File: src/rtl/encoder_1553_fifo.sv
// encoder_1553_fifo
//   MIL-STD-1553 Manchester II word encoder fed by a word FIFO. Queued words
//   are sent back to back with no inter-word gap. Each frame is 40 half-bits:
//   6 sync half-bits (csw 111000, dw 000111), 16 data bits MSB first
//   (1 -> 10, 0 -> 01), then an odd parity bit. Each half-bit lasts
//   HALF_BIT_CLKS enc_clk cycles.
//
// Parameters
//   FIFO_DEPTH     queued words, power of 2, 2..16
//   HALF_BIT_CLKS  enc_clk cycles per half-bit, 1..64
//
// Ports
//   enc_clk      encoder clock, rising edge
//   rst_n        asynchronous active-low reset
//   tx_word      word to queue, bit 15 sent first
//   tx_csw       write strobe, command/status word (wins if both strobes set)
//   tx_dw        write strobe, data word
//   tx_ready     FIFO not full
//   tx_busy      FIFO non-empty or word in flight
//   tx_data      Manchester output, positive leg
//   tx_data_n    negative leg, ~tx_data while tx_dval, else 0
//   tx_dval      a half-bit is being driven
//   tx_dval_csw  word in flight is a command/status word
//   tx_done      pulse on the final clock of a word's last half-bit
//   tx_overflow  pulse when a write is dropped on a full FIFO
//
// Optional build macro ENCODER_1553_PARITY_INJ_EN adds inputs tx_par_err
// (send even parity) and tx_sync_err (send the other type's sync pattern),
// both stored per FIFO entry.
module encoder_1553_fifo #(
  parameter int FIFO_DEPTH    = 4,
  parameter int HALF_BIT_CLKS = 1
) (
  input  logic        enc_clk,
  input  logic        rst_n,
  input  logic [15:0] tx_word,
  input  logic        tx_csw,
  input  logic        tx_dw,
`ifdef ENCODER_1553_PARITY_INJ_EN
  input  logic        tx_par_err,
  input  logic        tx_sync_err,
`endif
  output logic        tx_ready,
  output logic        tx_busy,
  output logic        tx_data,
  output logic        tx_data_n,
  output logic        tx_dval,
  output logic        tx_dval_csw,
  output logic        tx_done,
  output logic        tx_overflow
);

  localparam int AW = $clog2(FIFO_DEPTH);
  localparam int PW = (HALF_BIT_CLKS > 1) ? $clog2(HALF_BIT_CLKS) : 1;
`ifdef ENCODER_1553_PARITY_INJ_EN
  localparam int EW = 19;
`else
  localparam int EW = 17;
`endif

  localparam logic [PW-1:0] PLAST     = PW'(HALF_BIT_CLKS - 1);
  localparam logic [PW-1:0] PCNT_ONE  = PW'(1);
  localparam logic [AW:0]   PTR_ONE   = (AW+1)'(1);

  localparam logic [1:0] S_IDLE = 2'd0;
  localparam logic [1:0] S_LOAD = 2'd1;
  localparam logic [1:0] S_SYNC = 2'd2;
  localparam logic [1:0] S_DATA = 2'd3;

  localparam logic [5:0] HB_SYNC_LAST  = 6'd5;
  localparam logic [5:0] HB_DATA_FIRST = 6'd6;
  localparam logic [5:0] HB_LAST       = 6'd39;
  localparam logic [5:0] SYNC_CSW      = 6'b111000;
  localparam logic [5:0] SYNC_DW       = 6'b000111;

  // FIFO
  logic [EW-1:0] r_mem [FIFO_DEPTH];
  logic [AW:0]   r_wptr, r_rptr;
  logic          w_empty, w_full, w_wr, w_push, w_pop, w_drop;
  logic [EW-1:0] w_entry, w_head;
  logic [15:0]   w_head_word;
  logic          w_head_csw, w_head_par, w_head_sync_csw;
  logic [5:0]    w_head_sync;

  // Encoder
  logic [1:0]    r_state, w_state_n;
  logic [PW-1:0] r_pcnt, w_pcnt_n;
  logic [5:0]    r_hidx, w_hidx_n, w_hidx_inc;
  logic [5:0]    r_sync, w_sync_n;
  logic [16:0]   r_shift, w_shift_n;
  logic          r_tx_data, w_data_n;
  logic          r_tx_dval, w_dval_n;
  logic          r_dval_csw, w_csw_n;
  logic          r_done, w_done_n;
  logic          r_ovf;
  logic          w_active, w_hb_end, w_word_end;

  assign w_empty = (r_wptr == r_rptr);
  assign w_full  = (r_wptr[AW] != r_rptr[AW]) &&
                   (r_wptr[AW-1:0] == r_rptr[AW-1:0]);
  assign w_wr    = tx_csw | tx_dw;
  // A pop in the same cycle frees the slot, so a write to a full FIFO lands.
  assign w_push  = w_wr && (!w_full || w_pop);
  assign w_drop  = w_wr && w_full && !w_pop;

`ifdef ENCODER_1553_PARITY_INJ_EN
  assign w_entry         = {tx_sync_err, tx_par_err, tx_csw, tx_word};
  assign w_head          = r_mem[r_rptr[AW-1:0]];
  assign w_head_par      = ~^w_head[15:0] ^ w_head[17];
  assign w_head_sync_csw = w_head[16] ^ w_head[18];
`else
  assign w_entry         = {tx_csw, tx_word};
  assign w_head          = r_mem[r_rptr[AW-1:0]];
  assign w_head_par      = ~^w_head[15:0];
  assign w_head_sync_csw = w_head[16];
`endif
  assign w_head_word = w_head[15:0];
  assign w_head_csw  = w_head[16];
  assign w_head_sync = w_head_sync_csw ? SYNC_CSW : SYNC_DW;

  always_ff @(posedge enc_clk) begin
    if (w_push) r_mem[r_wptr[AW-1:0]] <= w_entry;
  end

  always_ff @(posedge enc_clk or negedge rst_n) begin
    if (!rst_n) begin
      r_wptr <= '0;
      r_rptr <= '0;
    end else begin
      if (w_push) r_wptr <= r_wptr + PTR_ONE;
      if (w_pop)  r_rptr <= r_rptr + PTR_ONE;
    end
  end

  assign w_active   = (r_state == S_SYNC) || (r_state == S_DATA);
  assign w_hb_end   = (r_pcnt == PLAST);
  assign w_word_end = w_active && w_hb_end && (r_hidx == HB_LAST);
  // The next word is popped and preloaded in the last cycle of the current
  // parity half-bit so the line stays continuous.
  assign w_pop      = (r_state == S_LOAD) || (w_word_end && !w_empty);
  assign w_hidx_inc = r_hidx + 6'd1;

  always_comb begin
    w_state_n = r_state;
    w_pcnt_n  = r_pcnt;
    w_hidx_n  = r_hidx;
    w_sync_n  = r_sync;
    w_shift_n = r_shift;
    w_data_n  = r_tx_data;
    w_dval_n  = r_tx_dval;
    w_csw_n   = r_dval_csw;

    case (r_state)
      S_IDLE: if (!w_empty) w_state_n = S_LOAD;
      S_SYNC, S_DATA: begin
        if (w_hb_end) begin
          w_pcnt_n = '0;
          if (r_hidx == HB_LAST) begin
            w_state_n = S_IDLE;
            w_hidx_n  = '0;
            w_data_n  = 1'b0;
            w_dval_n  = 1'b0;
            w_csw_n   = 1'b0;
          end else begin
            w_hidx_n = w_hidx_inc;
            if (w_hidx_inc <= HB_SYNC_LAST) begin
              w_sync_n = {r_sync[4:0], 1'b0};
              w_data_n = r_sync[4];
            end else if (w_hidx_inc == HB_DATA_FIRST) begin
              w_state_n = S_DATA;
              w_data_n  = r_shift[16];
            end else if (w_hidx_inc[0]) begin
              // second half of a bit: complement of the first half
              w_data_n = ~r_shift[16];
            end else begin
              w_shift_n = {r_shift[15:0], 1'b0};
              w_data_n  = r_shift[15];
            end
          end
        end else begin
          w_pcnt_n = r_pcnt + PCNT_ONE;
        end
      end
      default: ;
    endcase

    if (w_pop) begin
      w_state_n = S_SYNC;
      w_pcnt_n  = '0;
      w_hidx_n  = '0;
      w_sync_n  = w_head_sync;
      w_shift_n = {w_head_word, w_head_par};
      w_data_n  = w_head_sync[5];
      w_dval_n  = 1'b1;
      w_csw_n   = w_head_csw;
    end

    w_done_n = ((w_state_n == S_SYNC) || (w_state_n == S_DATA)) &&
               (w_hidx_n == HB_LAST) && (w_pcnt_n == PLAST);
  end

  always_ff @(posedge enc_clk or negedge rst_n) begin
    if (!rst_n) begin
      r_state    <= S_IDLE;
      r_pcnt     <= '0;
      r_hidx     <= '0;
      r_sync     <= '0;
      r_shift    <= '0;
      r_tx_data  <= 1'b0;
      r_tx_dval  <= 1'b0;
      r_dval_csw <= 1'b0;
      r_done     <= 1'b0;
      r_ovf      <= 1'b0;
    end else begin
      r_state    <= w_state_n;
      r_pcnt     <= w_pcnt_n;
      r_hidx     <= w_hidx_n;
      r_sync     <= w_sync_n;
      r_shift    <= w_shift_n;
      r_tx_data  <= w_data_n;
      r_tx_dval  <= w_dval_n;
      r_dval_csw <= w_csw_n;
      r_done     <= w_done_n;
      r_ovf      <= w_drop;
    end
  end

  assign tx_ready    = !w_full;
  assign tx_busy     = !w_empty || r_tx_dval;
  assign tx_data     = r_tx_data;
  assign tx_data_n   = r_tx_dval & ~r_tx_data;
  assign tx_dval     = r_tx_dval;
  assign tx_dval_csw = r_dval_csw;
  assign tx_done     = r_done;
  assign tx_overflow = r_ovf;

endmodule

File: config.mk
export PLATFORM = sky130hd
export DESIGN_NAME = encoder_1553_fifo
export DESIGN_NICKNAME = d
export VERILOG_FILES = /design/src/rtl/encoder_1553_fifo.sv
export SDC_FILE = /design/constraint.sdc
export NUM_CORES = 1
export LEC_CHECK = 0
export CELL_PAD_IN_SITES_DETAIL_PLACEMENT = 1
export CELL_PAD_IN_SITES_GLOBAL_PLACEMENT = 1
export CORE_ASPECT_RATIO = 1.4
export CORE_UTILIZATION = 50
export DETAILED_ROUTE_END_ITERATION = 8
export PLACE_DENSITY = 0.88
export SYNTH_ARGS = -nofsm -noshare
export SYNTH_HDL_FRONTEND = slang
export SYNTH_SLANG_ARGS = --single-unit
File: constraint.sdc
create_clock -name enc_clk -period 5.47 [get_ports enc_clk]
set_input_delay 0.8205 -clock enc_clk [delete_from_list [all_inputs] [get_ports enc_clk]]
set_output_delay 0.8205 -clock enc_clk [all_outputs]
set_load 0.05 [all_outputs]
After elaboration in Yosys (flattened, before gate mapping). Memories as Yosys holds them, arrays and structs flattened. Cells that the tools add are included.

Add/sub/neg operators: 4. $mul: 0. Div/mod/pow operators: 0. Magnitude comparators: 1. Eq/ne operators: 16. Shifts and indexed selects: 0. Multiplexer cells: 41. Bitwise logic cells: 6. Reductions and logical operators: 27.

Operators by type and width (number): $mux 17 (7); $mux 6 (5); $mux 5 (5); $mux 1 (17); $reduce_xnor 16->1 (1); $eq 6x6->1 const B (2); $mux 2 (6); $ne 2x2->1 const B (5); $logic_and 1x1->1 (9); $eq 2x2->1 const B (4); $add 3x1->3 const B (2); $add 6x1->6 const B (1); $eq 6x3->1 const B (1); $le 6x3->1 const B (1); $reduce_and 6->1 (1); $reduce_bool 2->1 (3); $logic_or 1x1->1 (5); $not 1->1 (4); $pmux 2 s2 (1); $reduce_and 4->1 (1); $eq 3x3->1 (1); $logic_not 1->1 (3); $reduce_and 3->1 (1); $eq 2x1->1 const B (1); 8 further kinds (8).

Bits in registers: 42. Bits in latches: 0. Memory bits (writable): 68. Bits in read-only memories: 0. Input port bits: 20. Output and inout port bits: 8. Logic and storage cells: 108. Memories kept: 1.

Memory list: r_mem (depth 4, bits a word 17, rd ports 1, clocked after memory_dff 0, write ports 1, RTL line 77) `logic [EW-1:0] r_mem [FIFO_DEPTH];`.

Depth between registers and ports, before layout.
Depth in word-level cells: 12. Mapped depth: 11. Mapped depth without buffers: 8.

Worst setup path after synthesis. OpenSTA, ideal clock, no wires.

Kind: register -> register. Start point: register r_hidx[0]. End point: memory r_mem[3][0], enable pin. Library setup time: 376 ps. Arrival: 2254 ps. Data required time: 5094 ps. Path slack: 2840 ps. Stages on the path, launching flop included: 10. Buffers on the path: 3. Period minus slack after synthesis: 2630 ps. Path through: dfrtp_1 > ha_1 > buf_2 > nor2b_1 > and3_1 > buf_2 > a31o_1 > buf_6 > o22a_1 > and2_1.

Cells in the longest elaborated chain, start to end: 8.

RTL lines: start: declaration (RTL line 88) `logic [5:0] r_hidx, w_hidx_n, w_hidx_inc;`; start signal: assignment (RTL line 217) `r_hidx <= w_hidx_n;`; $eq 6x6->1 (RTL line 137) `assign w_word_end = w_active && w_hb_end && (r_hidx == HB_LAST);`; $logic_and 1x1->1 (RTL line 137); $logic_and 1x1->1 (RTL line 140) `assign w_pop = (r_state == S_LOAD) || (w_word_end && !w_empty);`; $logic_or 1x1->1 (RTL line 140); $logic_or 1x1->1 (RTL line 103) `assign w_push = w_wr && (!w_full || w_pop);`; $logic_and 1x1->1 (RTL line 103); $mux 1 (RTL line 122) `if (w_push) r_mem[r_wptr[AW-1:0]] <= w_entry;`; $mux 1 (not written as such) (RTL line 122); end: declaration (RTL line 77).

No other way between the ends.

Worst setup path in the final report.
Start point: register r_rptr[1]. End point: output port tx_busy.

Cells in the longest elaborated chain, start to end: 3.

RTL lines: start: declaration (RTL line 78) `logic [AW:0] r_wptr, r_rptr;`; start signal: assignment (RTL line 131) `if (w_pop) r_rptr <= r_rptr + PTR_ONE;`; $eq 3x3->1 (RTL line 98) `assign w_empty = (r_wptr == r_rptr);`; $logic_not 1->1 (RTL line 229) `assign tx_busy = !w_empty || r_tx_dval;`; $logic_or 1x1->1 (RTL line 229); end: declaration (RTL line 44) `output logic tx_busy,`.

No other way between the ends.

==> impl_metrics.csv <==
group,metric,value,unit
outcome,status,"completed",
pwr,p_int,0.00246,W
job,drv_cap,0,
die,io_pins,28,
pwr,power.leakage,2.18,nW
synthesis,synth-main-ff-cell,"edfxtp_1",
hold_path,worst_hold_path_type,"reg2reg",
cells_and_area,fill_cells,903,
grt,grt_max_degree,43,
pwr,p_switching,0.00134,W
pwr,p_clk_share,19.2,%
setup_path,end_kind,"output pin",
die,core_area,9850,um^2
timing,min_period,3.71,ns
setup_path,r2r_cells,7,
placement,dp.cells,475,
timing,worstMarginPinSlew,0.949,ns
die,die_h,121,um
cells_and_area,fin_nets,379,
placement,place.gp.congestion,0.787,
pwr,netSwitchingFraction,35.2,%
placement,io_buffers,27,
timing,whs,0.484,ns
pwr,p_comb_share,44.1,%
clock_tree,htree_levels,3,
die,num_rows,43,
timing,skew,0.00836,ns
synthesis,synth_area,5050,um^2
die,die-width,86.9,um
detailed_routing,wirelength,9.96,mm
setup_path,r2r-start,"r_hidx[0]",
synthesis,yosysWarnings,0,
hold_path,hold_end,"tx_dval_csw",
grt,gr-total-overflow,0,
detailed_routing,ant_nets,0,
grt,grt-busiest-layer,"met2",
clock_tree,clock_latency,0.35,ns
hold_path,whs_path_depth,2,
pwr,vdd_drop_max,0.000299,V
timing,slew_viol_final,0,
clock_tree,cts_max_path_buffers,2,
pwr,power_density,665,nW/um^2
setup_path,rrSetupSlack,1.85,ns
placement,hpwl,7.04,mm
clock_tree,root_buffer,"clkbuf_16",
synthesis,synth_seq_cells,110,
cells_and_area,final_common_cell,"edfxtp_1",
synthesis,ys_types,52,
clock_tree,cts_sinks,110,
synthesis,async_flop_share,38.2,%
pwr,sequentialPowerShare,36.7,%
cells_and_area,n_antenna_cell,0,
detailed_routing,via_per_inst,5.67,
clock_tree,cts_buffers,9,
clock_tree,postCtsResizedCells,0,
detailed_routing,vias,2783,
timing,period_share,67.8,%
setup_path,path_max_fanout,20,
clock_tree,path_clk_slew,0.07,ns
clock_tree,cts_setup_buffers,0,
timing,rsz0062_at_grt,"false",
grt,antenna_found_initial,0,
clock_tree,cts_tree,"yes",
cells_and_area,drive_above_1_share,20.2,%
cells_and_area,area_growth,13.3,%
detailed_routing,wl_per_cell,20.3,um
grt,met3_usage,2.59,%
setup_path,worstReg2RegEnd,"r_mem[3][15]",
detailed_routing,drt-initial-drc-count,137,
setup_path,cp-start-kind,"flip-flop",
synthesis,postSynthAreaPerCell,15.5,um^2
detailed_routing,drcViolationCount,0,
die,dieArea,10500,um^2
synthesis,yosysSeqAreaShare,61.3,%
timing,fmax,270,MHz
grt,grt_first_pass_wirelength,16.3,mm
setup_path,required,4.65,ns
timing,finalHoldViolations,0,
timing,setup_tns,0,ns
grt,met2_usage,37.5,%
grt,grt_pass1_vias,3089,
timing,setup_viol,0,
grt,grtUsageMet1,25.5,%
grt,grt_usage,21.4,%
timing,slew_headroom,36.7,%
synthesis,synth_edf_count,68,
cells_and_area,final_cell_mix,"68 x edfxtp_1, 42 x dfrtp_1, 26 x clkdlybuf4s50_1",
hold_path,worstHoldStart,"tx_dval_csw",
die,initial_utilization,51.3,%
synthesis,synth_fp_nets,354,
detailed_routing,drtPass1Iterations,6,
clock_tree,ctsHoldBuffers,0,
setup_path,critical_path_arrival,2.89,ns
setup_path,worstSetupPathType,"reg2out",
cells_and_area,fin_cells,491,
synthesis,synthCells,326,
==> how the worst max path moves through the flow <==
stage / start / end / slack [ns] / cells after the start
2_1_floorplan: r_hidx[0] / r_mem[3][0] / 2.84 / 9
3_3_place_gp: r_hidx[0] / r_mem[3][3] / 2.09 / 7
3_5_place_dp: r_hidx[0] / r_mem[3][3] / 1.87 / 7
4_1_cts: r_rptr[1] / tx_busy / 1.75 / 4
5_1_grt: r_hidx[0] / r_mem[3][3] / 1.58 / 7
6_report: r_rptr[1] / tx_busy / 1.76 / 4
==> power groups by stage <==
stage / logic, W / clock network, W / registers, W
4_1_cts: 0.00169 / 0.000744 / 0.00140
3_3_place_gp: 0.00157 / 0 / 0.00137
2_1_floorplan: 0.00134 / 0 / 0.00135
3_5_place_dp: 0.00168 / 0 / 0.00141
6_report: 0.00168 / 0.000732 / 0.00139
5_1_grt: 0.00181 / 0.000767 / 0.00142
==> flip-flops by register name, indices dropped and copies added, names as in the netlist <==
name         flops
r_rptr           3
r_shift         17
r_wptr           3
tx_dval_csw      1
r_hidx           6
tx_done          1
r_sync           5
tx_dval          1
r_mem           68
tx_overflow      1
r_pcnt           1
tx_data          1
r_state          2
==> synth_stat cells, drive strengths merged (2+ instances only) <==
master / instances / area, um^2
inv: 11 / 41.3
o2bb2ai: 2 / 17.5
and2: 5 / 31.3
nor2b: 5 / 31.3
ha: 8 / 100
and3: 5 / 31.3
dfrtp: 42 / 1050
or2: 2 / 12.5
nand2: 22 / 82.6
nor2: 14 / 52.6
nand3: 2 / 10.0
mux2: 33 / 450
clkbuf: 3 / 11.3
mux2i: 2 / 20.0
a21oi: 8 / 51.3
xor2: 7 / 61.3
nor3: 4 / 20.0
mux4: 17 / 383
a221oi: 2 / 23.8
a22o: 2 / 17.5
edfxtp: 68 / 2040
o21ai: 13 / 68.8
buf: 12 / 106
xnor2: 18 / 158
==> area by class of cell <==
| type | instances | area, um^2 | share of cell area, % |
|---|---|---|---|
| clock buffers | 10 | 229 | 4.01 |
| clock inverters | 6 | 109 | 1.90 |
| inverters | 11 | 41.3 | 0.722 |
| multi-input cells | 190 | 1790 | 31.4 |
| flip-flops and latches | 110 | 3090 | 54.1 |
| well taps | 135 | 169 | 2.96 |
| repair buffers | 29 | 280 | 4.90 |
==> layer usage <==
layer	wire, um	part of all wire, %	vias to the layer above
met4	291	2.9	0
met2	5540	56	55
li1	-	-	1253
met3	182	1.8	23
met5	0	0	-
met1	3950	40	1452
==> critical path: stages (launching register included) <==
cell             delay (ns)
dfrtp_1                0.90
xor2_1                 0.19
or3_1                  0.45
or2_2                  0.29
clkdlybuf4s50_1        0.70
==> logic make-up (layout without fill, tap and decap cells) <==
family	count (synthesis)	after routing	share of synthesized area (%)
adder cells (fa/ha/maj)	8	8	1.98
flip-flops	110	110	61.3
XOR/XNOR	25	25	4.34
multiplexers	52	52	16.9
AND/OR/NAND/NOR	66	66	6.55
buffers and inverters	26	56	3.15
AO/OA/AOI/OAI	39	39	5.78
==> per-stage QoR <==
stage                     power (W)  setup WS [ns]  util, %  instance area (um^2)
final                       0.00380           1.76     58.1                  5720
after global routing        0.00400           1.58     58.1                  5720
after CTS                   0.00383           1.75     58.1                  5720
after detailed placement    0.00308           1.87     54.6                  5380
after global placement      0.00295           2.09     54.6                  5380
after floorplan             0.00269           2.84        -                  5050
Power figures use the tool's default switching activity.
